==> src/rtl/fifo_rr_sched_pkg.sv <==
// Shared types and widths for the round-robin FIFO drain scheduler.
package fifo_sched_pkg;

    typedef enum logic {
        ST_IDLE = 1'b0,
        ST_XFER = 1'b1
    } sched_state_t;

    localparam int BURST_W = 8;
    localparam int STAT_W  = 32;

endpackage

==> src/rtl/fifo_rr_sched_rr_pick.sv <==
// Rotating-priority encoder: first set req bit after 'last', wrapping modulo N.
module rr_pick #(
    parameter  int N  = 4,
    localparam int IW = $clog2(N)
) (
    input  logic [N-1:0]  req,
    input  logic [IW-1:0] last,
    output logic          any,
    output logic [IW-1:0] idx
);

    logic [IW-1:0] pos;

    // Scan from lowest to highest priority so the nearest request after 'last' wins.
    always_comb begin
        any = 1'b0;
        idx = '0;
        pos = '0;
        for (int k = N; k >= 1; k--) begin
            pos = IW'((int'(last) + k) % N);
            if (req[pos]) begin
                any = 1'b1;
                idx = pos;
            end
        end
    end

endmodule

==> src/rtl/fifo_rr_sched.sv <==
// Round-robin drain of C_NUM_QUEUES FWFT FIFOs onto one output port, per packet or per burst.
// Optional per-queue pop counters when FIFO_SCHED_STATS_EN is defined.
module fifo_rr_sched
    import fifo_sched_pkg::*;
#(
    parameter  int C_NUM_QUEUES = 4,
    parameter  int C_WIDTH      = 28,
    parameter  int C_PKT_MODE   = 1,
    parameter  int C_EOP_BIT    = C_WIDTH - 1,
    parameter  int C_MAX_BURST  = 4,
    localparam int QW           = $clog2(C_NUM_QUEUES)
) (
    input  logic                            clk,
    input  logic                            rst,
    input  logic [C_NUM_QUEUES*C_WIDTH-1:0] q_dout,
    input  logic [C_NUM_QUEUES-1:0]         q_empty,
    output logic [C_NUM_QUEUES-1:0]         q_rd_en,
    output logic [C_WIDTH-1:0]              out_data,
    output logic [QW-1:0]                   out_qid,
    output logic                            out_valid,
    input  logic                            out_rdy,
    output logic                            busy,
    input  logic [QW-1:0]                   stat_sel,
    output logic [STAT_W-1:0]               stat_cnt
);

    sched_state_t       state;
    logic [QW-1:0]      grant;
    logic [QW-1:0]      last_grant;
    logic [BURST_W-1:0] burst_cnt;
    logic [BURST_W:0]   burst_nxt;
    logic               pick_any;
    logic [QW-1:0]      pick_idx;
    logic [C_WIDTH-1:0] head;
    logic               head_empty;
    logic               pop;
    logic               done;

    rr_pick #(.N(C_NUM_QUEUES)) u_pick (
        .req  (~q_empty),
        .last (last_grant),
        .any  (pick_any),
        .idx  (pick_idx)
    );

    // Data path is pure muxing off the registered grant: no added latency.
    assign head       = q_dout[grant*C_WIDTH +: C_WIDTH];
    assign head_empty = q_empty[grant];
    assign out_valid  = (state == ST_XFER) && !head_empty;
    assign pop        = out_valid & out_rdy;
    assign out_data   = head;
    assign out_qid    = grant;
    assign busy       = (state == ST_XFER);
    assign burst_nxt  = {1'b0, burst_cnt} + (BURST_W+1)'(1);

    always_comb begin
        q_rd_en        = '0;
        q_rd_en[grant] = pop;
    end

    // Packet mode waits indefinitely on a mid-packet empty; burst mode gives up the grant.
    generate
        if (C_PKT_MODE != 0) begin : g_pkt
            assign done = pop & head[C_EOP_BIT];
        end else begin : g_burst
            assign done = (pop & (burst_nxt == (BURST_W+1)'(C_MAX_BURST))) | head_empty;
        end
    endgenerate

    always_ff @(posedge clk) begin
        if (rst) begin
            state      <= ST_IDLE;
            grant      <= '0;
            last_grant <= QW'(C_NUM_QUEUES - 1);
            burst_cnt  <= '0;
        end else begin
            case (state)
                ST_IDLE: begin
                    if (pick_any) begin
                        grant     <= pick_idx;
                        burst_cnt <= '0;
                        state     <= ST_XFER;
                    end
                end
                ST_XFER: begin
                    if (pop)
                        burst_cnt <= burst_nxt[BURST_W-1:0];
                    if (done) begin
                        state      <= ST_IDLE;
                        last_grant <= grant;
                    end
                end
                default: state <= ST_IDLE;
            endcase
        end
    end

`ifdef FIFO_SCHED_STATS_EN
    logic [STAT_W-1:0] stat_q [C_NUM_QUEUES];

    for (genvar i = 0; i < C_NUM_QUEUES; i++) begin : g_stat
        always_ff @(posedge clk) begin
            if (rst)
                stat_q[i] <= '0;
            else if (q_rd_en[i])
                stat_q[i] <= stat_q[i] + STAT_W'(1);
        end
    end

    always_ff @(posedge clk) begin
        if (rst)
            stat_cnt <= '0;
        else if (int'(stat_sel) < C_NUM_QUEUES)
            stat_cnt <= stat_q[stat_sel];
        else
            stat_cnt <= '0;
    end
`else
    logic unused_stat_sel;
    assign unused_stat_sel = ^stat_sel;
    assign stat_cnt        = '0;
`endif

endmodule

==> config.mk <==
export PLATFORM = sky130hd
export DESIGN_NAME = fifo_rr_sched
export DESIGN_NICKNAME = d
export VERILOG_FILES = /design/src/rtl/fifo_rr_sched_pkg.sv /design/src/rtl/fifo_rr_sched_rr_pick.sv /design/src/rtl/fifo_rr_sched.sv
export SDC_FILE = /design/constraint.sdc
export NUM_CORES = 1
export LEC_CHECK = 0
export ABC_AREA = 1
export ABC_CLOCK_PERIOD_IN_PS = 1750
export CAP_MARGIN = 25
export CELL_PAD_IN_SITES_DETAIL_PLACEMENT = 1
export CELL_PAD_IN_SITES_GLOBAL_PLACEMENT = 2
export CORE_UTILIZATION = 10
export CTS_BUF_LIST = sky130_fd_sc_hd__clkbuf_4
export CTS_CLUSTER_DIAMETER = 120
export DETAILED_ROUTE_END_ITERATION = 6
export PLACE_DENSITY = 0.92
export SLEW_MARGIN = 20
export SYNTH_ARGS = -nofsm -noshare
export SYNTH_HDL_FRONTEND = slang
export SYNTH_SLANG_ARGS = --single-unit
==> constraint.sdc <==
create_clock -name clk -period 1.75 [get_ports clk]
set_input_delay 0.175 -clock clk [delete_from_list [all_inputs] [get_ports clk]]
set_output_delay 0.175 -clock clk [all_outputs]
set_load 0.005 [all_outputs]
# Word-level counts from Yosys, hierarchy flattened
# Index checks and enable logic that the tools add are counted.
[totals] output_inout_bits=68 regBits=5 inputBits=121
[op_classes] multipliers=1 n_reduce_logical=5 order_cmp=6 bitwise=5 shifts=1 n_addsub=4 mux=23
[ops] cell="indexed part select 112 x 8 -> 28 bit" n=1
[ops] cell="< comparator 2 x 3 -> 1 bit (second input constant)" n=5
[ops] cell="2-to-1 mux 1 bit" n=12
[ops] cell="binary-select mux 1 bit (select 2 bit)" n=5
[ops] cell="2-to-1 mux 2 bit" n=4
[ops] cell="multiplier 2 x 3 -> 5 bit (second input constant)" n=1
[ops] cell="adder 2 x 1 -> 2 bit (second input constant)" n=2
[ops] cell="adder 2 bit (second input constant)" n=2
[ops] cell="bitwise AND 4 bit" n=1
[ops] cell="NOT 4 bit" n=1
[ops] cell="AND reduction 2 bit" n=2
[ops] cell="bitwise AND 1 bit" n=2
[ops] cell="demux 1 bit (select 2 bit)" n=1
[ops] cell="greater-or-equal comparator 2 x 1 -> 1 bit (second input constant)" n=1
[ops] cell="logical AND 1 bit" n=2
[ops] cell="case mux 1 bit (2 select lines)" n=1
[ops] cell="zero test 1 bit" n=1
[ops] cell="NOT 1 bit" n=1

# Longest topological paths before layout
# Gate-level depths: netlist (run 1).
[depth] word_depth=9 depth_mapped=11 ltp_nobuf=10

# Modules after synthesis
# From an unflattened synthesis (run 1), not the netlist that was laid out.
[hier_totals] hier_cells=259 area_unflattened_um2=1527.7
[modules_own_cells] module="fifo_rr_sched" area_each_um2=1281.2 cells_per_inst=208 n_inst=1 seq_area_each_um2=100.1
[modules_own_cells] module="rr_pick" area_each_um2=246.5 cells_per_inst=51 n_inst=1 seq_area_each_um2=0.0

# Least setup slack after synthesis (run 1)
# Ideal clock, no wire load.
[synth_timing] path_kind="register to output" startpoint="register grant[0] (netlist: out_qid[0])" endpoint="output port out_data[18]" path_stages_with_launch=7 slack_ps=464 t_arrival_ps=1111 t_required_ps=1575 cell_sequence="dfxtp_1 -> buf_6 -> nand2_2 -> inv_2 -> buf_1 -> a22oi_1 -> nand2_1"
[synth_via] elab_chain_len=2
[synth_lines] item="start, declared" line_no="fifo_rr_sched.sv:28" source="logic [QW-1:0] grant;"
[synth_lines] item="start signal, assigned" line_no="fifo_rr_sched.sv:80" source="grant <= pick_idx;"
[synth_lines] item="multiplier 2 x 3 -> 5 bit" line_no="fifo_rr_sched.sv:47" source="assign head = q_dout[grant*C_WIDTH +: C_WIDTH];"
[synth_lines] item="indexed part select 112 x 8 -> 28 bit" line_no="fifo_rr_sched.sv:47"
[synth_lines] item="end, declared" line_no="fifo_rr_sched.sv:18" source="output logic [C_WIDTH-1:0] out_data,"
# Every way passes these cells.

# Final worst setup path (run 1)
[layout_timing] startpoint="register grant[0] (netlist: out_qid[0])" endpoint="output port q_rd_en[2]"
[layout_via] elab_chain_len=6 elab_cells_between_ends=11 cone_classes="order compare (2); mux (4); bitwise (2); reduce/logical (3)"
[layout_lines] item="parallel branches: the longest is 5 deep, another holds < comparator 2 x 3 -> 1 bit"
[layout_lines] item="bitwise AND 4 bit (no line) *"
[layout_lines] item="end, declared" line_no="fifo_rr_sched.sv:17" source="output logic [C_NUM_QUEUES-1:0] q_rd_en,"
# Every way passes the cells marked *. The select of a mux whose other input is x is not followed.

==> results of run 1 <==
metal layers:
layer / global-route usage [%] / part of all wire [%]
met2: 22.6 / 54
met4: 1.74 / 0.57
met3: 2.75 / 7.7
met5: 0 / 0
met1: 12.4 / 37
power by group through the flow:
stage                     Sequential (W)  Combinational [W]  Clock, W
after floorplan                 0.000141           0.000516         0
after global placement          0.000150            0.00123         0
after detailed placement        0.000152            0.00125         0
after CTS                       0.000152            0.00128  0.000154
after global routing            0.000156            0.00140  0.000162
final                           0.000154            0.00129  0.000152
cells by family after synthesis:
family                 share of synthesized area (%)
flip-flops                                      7.37
buffers and inverters                           27.9
other                                          0.276
AO/OA/AOI/OAI                                   28.3
AND/OR/NAND/NOR                                 36.1
cell type report:
class | instances | share of cell area, %
Sequential cell | 5 | 3.18
Tap cell | 176 | 6.50
Inverter | 14 | 1.77
Multi-Input combinational cell | 197 | 33.5
Clock buffer | 4 | 0.887
Timing Repair Buffer | 185 | 54.2
cells in the mapped netlist, drive strengths merged:
master   n
a21oi    4
nand3   16
inv     13
dfxtp    5
nand2   80
o21bai   1
clkinv   1
o21ai    3
a22oi   45
nand4    3
conb     1
nor2    11
buf     45
nor3     2
flip-flops by register name, summed over array words and instances (netlist names):
signal and count:
out_qid 2, last_grant 2, busy 1
metrics by stage:
step	util [%]	TNS [ns]	cells	total power (W)	setup WS (ns)
after floorplan	-	0	261	0.000657	0.464
after global placement	23.3	-0.823	563	0.00138	-0.175
after detailed placement	23.3	-2.24	563	0.00140	-0.242
after CTS	24.8	-0.813	577	0.00159	-0.174
after global routing	25.6	-0.232	581	0.00172	-0.0547
final	25.6	0	581	0.00159	0.0439
path summary, 6_finish.rpt:
check	start	end	slack, ns	depth (start not counted)
setup / recovery	out_qid[0]$_SDFFE_PP0P_	q_rd_en[2]	0.04	9
setup reg to reg	out_qid[1]$_SDFFE_PP0P_	last_grant[1]$_SDFFE_PP1P_	0.23	10
hold reg to reg	last_grant[1]$_SDFFE_PP1P_	last_grant[1]$_SDFFE_PP1P_	0.59	2
hold / removal	rst	busy$_SDFF_PP0_	0.52	2
cells in the final DEF, fill, tap and decap left out, drive strengths merged:
cell type / instances
conb: 32
inv: 12
buf: 35
nor2: 11
a22oi: 45
clkdlybuf4s50: 121
nor3: 2
clkdlybuf4s15: 5
clkinv: 2
nand4: 3
dlygate4sd2: 16
o21ai: 3
o21bai: 1
nand2: 80
a21oi: 4
dfxtp: 5
clkbuf: 8
dlymetal6s2s: 4
nand3: 16
critical path, stage by stage (launching register included):
cell	delay [ns]
dfxtp_4	0.37
nand2_4	0.08
clkinv_4	0.07
nand2_1	0.06
o21ai_1	0.09
nor2_4	0.15
nand2_2	0.07
buf_4	0.16
nor3_4	0.10
buf_2	0.13
repair_timing:
action,in CTS,in global routing
pin swaps,3,3
cloned,2,0
resized for setup,66,34
endpoints found under the setup margin,33,19
hold buffers,0,0
setup buffers,8,5
==> flow_metrics.tcl, run 1 <==
set metrics [dict create \
    floorplan.core_area_sq_um 13200 \
    finalInstanceArea_sq_um 3390 \
    vias_in_the_first_global_route 2319 \
    grt_max_degree 29 \
    floorplan.initialDensity_pct 10.3 \
    max_cap_violations 0 \
    row_count 42 \
    irDropWorstVdd_mv 0.123 \
    clk-insertion-delay-late_ns 0.25 \
    final_nets 527 \
    sequential_cell_area_sq_um 108 \
    synthDominantAreaCellType "a22oi_1" \
    aggregate_routed_wire_length_um 8400 \
    detail_route.vias_per_cell 3.90 \
    crit_required_ns 1.57 \
    multi_input_combinational_cell_area_sq_um 1130 \
    final.hold.worst_slack_ns 0.518 \
    sequential_fraction_of_design_power_pct 9.7 \
    antenna_violations_before_repair 0 \
    endpoint_kind "output pin" \
    synth.lib_cells_used.distinct 24 \
    path_max_fanout 5 \
    routabilityCongestion 0.782 \
    cts_htree_levels 1 \
    drt_iter0_markers 31 \
    ioPinCount 189 \
    dieWidth_um 119 \
    power.switching_w 0.000625 \
    timing.final.max_slew_violations 0 \
    placedInstanceArea_sq_um 3090 \
    final_hold_viol_count 0 \
    seq_area_frac_synth_pct 7.37 \
    synth_top_cells_by_area "a22oi_1 (25%), nand2_1 (21%), buf_4 (19%), dfxtp_1 (7.4%), nand3_1 (5.5%)" \
    critPathArrivalTime_ns 1.53 \
    run_status "complete, no violations" \
    diodes 0 \
    drtAntennaViolNets 0 \
    post_synth.cell_area_avg_sq_um 5.90 \
    kind_of_critical_path "register to output pin" \
    remaining_overflow_grt 0 \
    clk_root_buffer_cell "clkbuf_4" \
    fp.dieH_um 119 \
    vias 2264 \
    cts-buffers-inserted 3 \
    die_area_sq_um 14000 \
    ys.warnings.count 0 \
    layout_worst_path_cycle_share_pct 97.5 \
    synthCells 230 \
    final.min_clock_period_ns 1.71 \
    clock_share_of_power_pct 9.6 \
    cts_tree "yes" \
    hpwlAfterDp_um 6510 \
    report.final.setup_viol 0 \
    final_layout_size_suffix_gt1_share_pct 21.0 \
    switching_share_pct 39.2 \
    fin_worst_skew_ns 0.00564 \
    power_per_cell_area_nw_per_um2 470 \
    gr-usage-all-layers_pct 11.4 \
    syn_to_final_growth_pct 149 \
    clock_sinks 5 \
    port_buffers 154 \
    min_path_type "primary input to register" \
    ys_seq_elements 5 \
    highest_clock_rate_mhz 586 \
    combinationalPowerShare_pct 80.8 \
    firstDrtPassIters 4 \
    first_pass_grt_wire_length_um 12600 \
    startpoint_type "register" \
    cts.reportedPaths.clkPinSlew_ns 0.05 \
    clock_tree.buffer_depth 2 \
    routed_wire_length_per_instance_um 14.4 \
    layout.filler_cells 1619 \
    synth_area_sq_um 1360 \
    leakagePower_nw 1.51 \
    rsz0062_at_grt "true" \
    drc_errors 0 \
    synth_top_cell_area_share_pct 24.9 \
    cellInternalPower_w 0.000968 \
]
(Power assumes the default switching activity.)
==> inputs of run 2 (changes only) <==
--- a/config.mk
+++ b/config.mk
@@ -6,8 +6,8 @@
 export NUM_CORES = 1
 export LEC_CHECK = 0
 export ABC_AREA = 1
-export ABC_CLOCK_PERIOD_IN_PS = 1750
-export CAP_MARGIN = 25
+export ABC_CLOCK_PERIOD_IN_PS = 1840
+export CAP_MARGIN = 20
 export CELL_PAD_IN_SITES_DETAIL_PLACEMENT = 1
 export CELL_PAD_IN_SITES_GLOBAL_PLACEMENT = 2
 export CORE_UTILIZATION = 10
==> constraint.sdc (replaced) <==
create_clock -name clk -period 1.84 [get_ports clk]
set_input_delay 0.184 -clock clk [delete_from_list [all_inputs] [get_ports clk]]
set_output_delay 0.184 -clock clk [all_outputs]
set_load 0.005 [all_outputs]
==> run 2 against run 1 <==
Effect of this change:
- the flow now finishes with violations (negative setup slack)
- total power grew 2.0%
- setup slack worse by 0.18 ns
- global-route usage grew 0.47 points
- non-clock buffer count decreased by 1
- hold slack got worse by 0.0070 ns
- first-iteration DRC count increased by 90%
- cell count is 0.17% lower
- clock power is 4% lower
- clock skew rose by 0.0010 ns
- sequential share of layout area barely moved
- critical path type unchanged
- critical endpoint is now out_data[14]
- highest routed layer unchanged
==> flow_metrics.tcl, run 2 (synthesis results as in run 1) <==
set metrics [dict create \
    cts-buffers-inserted 3 \
    first_pass_grt_wire_length_um 12900 \
    hpwlAfterDp_um 6210 \
    final_layout_size_suffix_gt1_share_pct 16.8 \
    max_cap_violations 0 \
    timing.final.max_slew_violations 0 \
    fp.dieH_um 119 \
    final.min_clock_period_ns 1.98 \
    final_hold_viol_count 0 \
    min_path_type "primary input to register" \
    diodes 0 \
    clock_sinks 5 \
    met3_length_um 679 \
    clk_root_buffer_cell "clkbuf_4" \
    cts.hold.buffers_added 0 \
    drt-met1-wl_um 3380 \
    sequential_fraction_of_design_power_pct 9.1 \
    detail_route.vias_per_cell 3.83 \
    routed_wire_length_per_instance_um 14.9 \
    layout_common_cells "clkdlybuf4s50_1 (136), nand2_1 (75), a22oi_1 (37)" \
    irDropWorstVdd_mv 0.140 \
    path_max_fanout 7 \
    rsz0062_at_grt "true" \
    route.top_layer_used "met4" \
    combinationalPowerShare_pct 81.8 \
    clk-insertion-delay-late_ns 0.25 \
    firstDrtPassIters 4 \
    tot_pwr_w 0.00162 \
    run_status "complete, but fails checks" \
    power_per_cell_area_nw_per_um2 473 \
    fin_worst_skew_ns 0.00665 \
    drc_errors 0 \
    vias 2224 \
    port_buffers 154 \
    aggregate_routed_wire_length_um 8670 \
    vias_in_the_first_global_route 2298 \
    clock_tree.buffer_depth 2 \
    drtAntennaViolNets 0 \
    critPathArrivalTime_ns 1.79 \
    floorplan.core_area_sq_um 13200 \
    syn_to_final_growth_pct 153 \
    gr-usage-all-layers_pct 11.9 \
    cellInternalPower_w 0.00101 \
    clock_share_of_power_pct 9.0 \
    drt_iter0_markers 59 \
    cts_htree_levels 1 \
    highest_clock_rate_mhz 505 \
    placedInstanceArea_sq_um 3070 \
    flop2flop_setup_slack_ns 0.23 \
    endpoint_kind "output pin" \
    cts.reportedPaths.clkPinSlew_ns 0.05 \
    finalInstanceArea_sq_um 3430 \
    kind_of_critical_path "register to output pin" \
    row_count 42 \
    dieWidth_um 119 \
    wl_met2_um 4500 \
    switching_share_pct 37.7 \
    remaining_overflow_grt 0 \
    leakagePower_nw 1.55 \
    failed_checks "negative setup slack" \
    post-route-worst-setup-slack_ns -0.139 \
    detailedPlace.worstSlack_ns -0.123 \
    startpoint_type "register" \
    final_nets 526 \
    routabilityCongestion 0.800 \
    crit_required_ns 1.66 \
    layout_worst_path_cycle_share_pct 108 \
    ioPinCount 189 \
    layout.cells.most_common "clkdlybuf4s50_1" \
    grt_max_degree 15 \
    die_area_sq_um 14000 \
    power.switching_w 0.000612 \
    floorplan.initialDensity_pct 10.3 \
    antenna_violations_before_repair 0 \
    report.final.setup_viol 15 \
    cts_tree "yes" \
]
-- run 2: what timing repair did --
action	4_1_cts	5_1_grt
buffers inserted	7	3
setup endpoints to repair	33	27
gates resized for setup	28	28
gates cloned	6	0
pin swaps	1	4
-- run 2: layer usage --
| layer | global-route usage, % | up-vias |
|---|---|---|
| met4 | 2.53 | 0 |
| met2 | 23.0 | 117 |
| li1 | - | 1073 |
| met3 | 3.23 | 9 |
| met1 | 12.8 | 1025 |
| met5 | 0 | - |
-- run 2: critical path, stage by stage (launching register included) --
cell,delay (ns)
dfxtp_4,0.38
nand2_4,0.09
inv_4,0.05
bufbuf_16,0.27
a22oi_1,0.23
nand2_1,0.08
clkdlybuf4s50_1,0.44
-- run 2: power by group through the flow --
stage	clock, W	sequential, W	combinational (W)
floorplan	0	0.000134	0.000490
global placement	0	0.000142	0.00116
detailed placement	0	0.000143	0.00118
CTS	0.000153	0.000148	0.00135
global route	0.000161	0.000151	0.00143
finish	0.000146	0.000149	0.00133
-- run 2: final timing paths --
kind | to | startpoint | cells after the start
max | out_data[14] | out_qid[0]$_SDFFE_PP0P_ | 6
min | busy$_SDFF_PP0_ | rst | 2
max reg2reg | last_grant[0]$_SDFFE_PP1P_ | out_qid[1]$_SDFFE_PP0P_ | 11
min reg2reg | last_grant[1]$_SDFFE_PP1P_ | last_grant[1]$_SDFFE_PP1P_ | 2
-- run 2: area by class of cell --
| class | count | area, sq um |
|---|---|---|
| Clock buffer | 4 | 30.0 |
| Tap cell | 176 | 220 |
| Fill cell | 1598 | 9810 |
| Sequential cell | 5 | 108 |
| Multi-Input combinational cell | 197 | 1080 |
| Timing Repair Buffer | 184 | 1930 |
| Inverter | 14 | 60.1 |
-- run 2: metrics by stage --
stage	TNS [ns]	utilization (%)	hold WS (ns)	instances
floorplan	0	-	0.246	261
global placement	-0.243	23.2	0.542	561
detailed placement	-0.405	23.2	0.544	561
CTS	-3.52	25.5	0.504	578
global route	-3.17	25.9	0.518	580
finish	-1.73	25.9	0.511	580
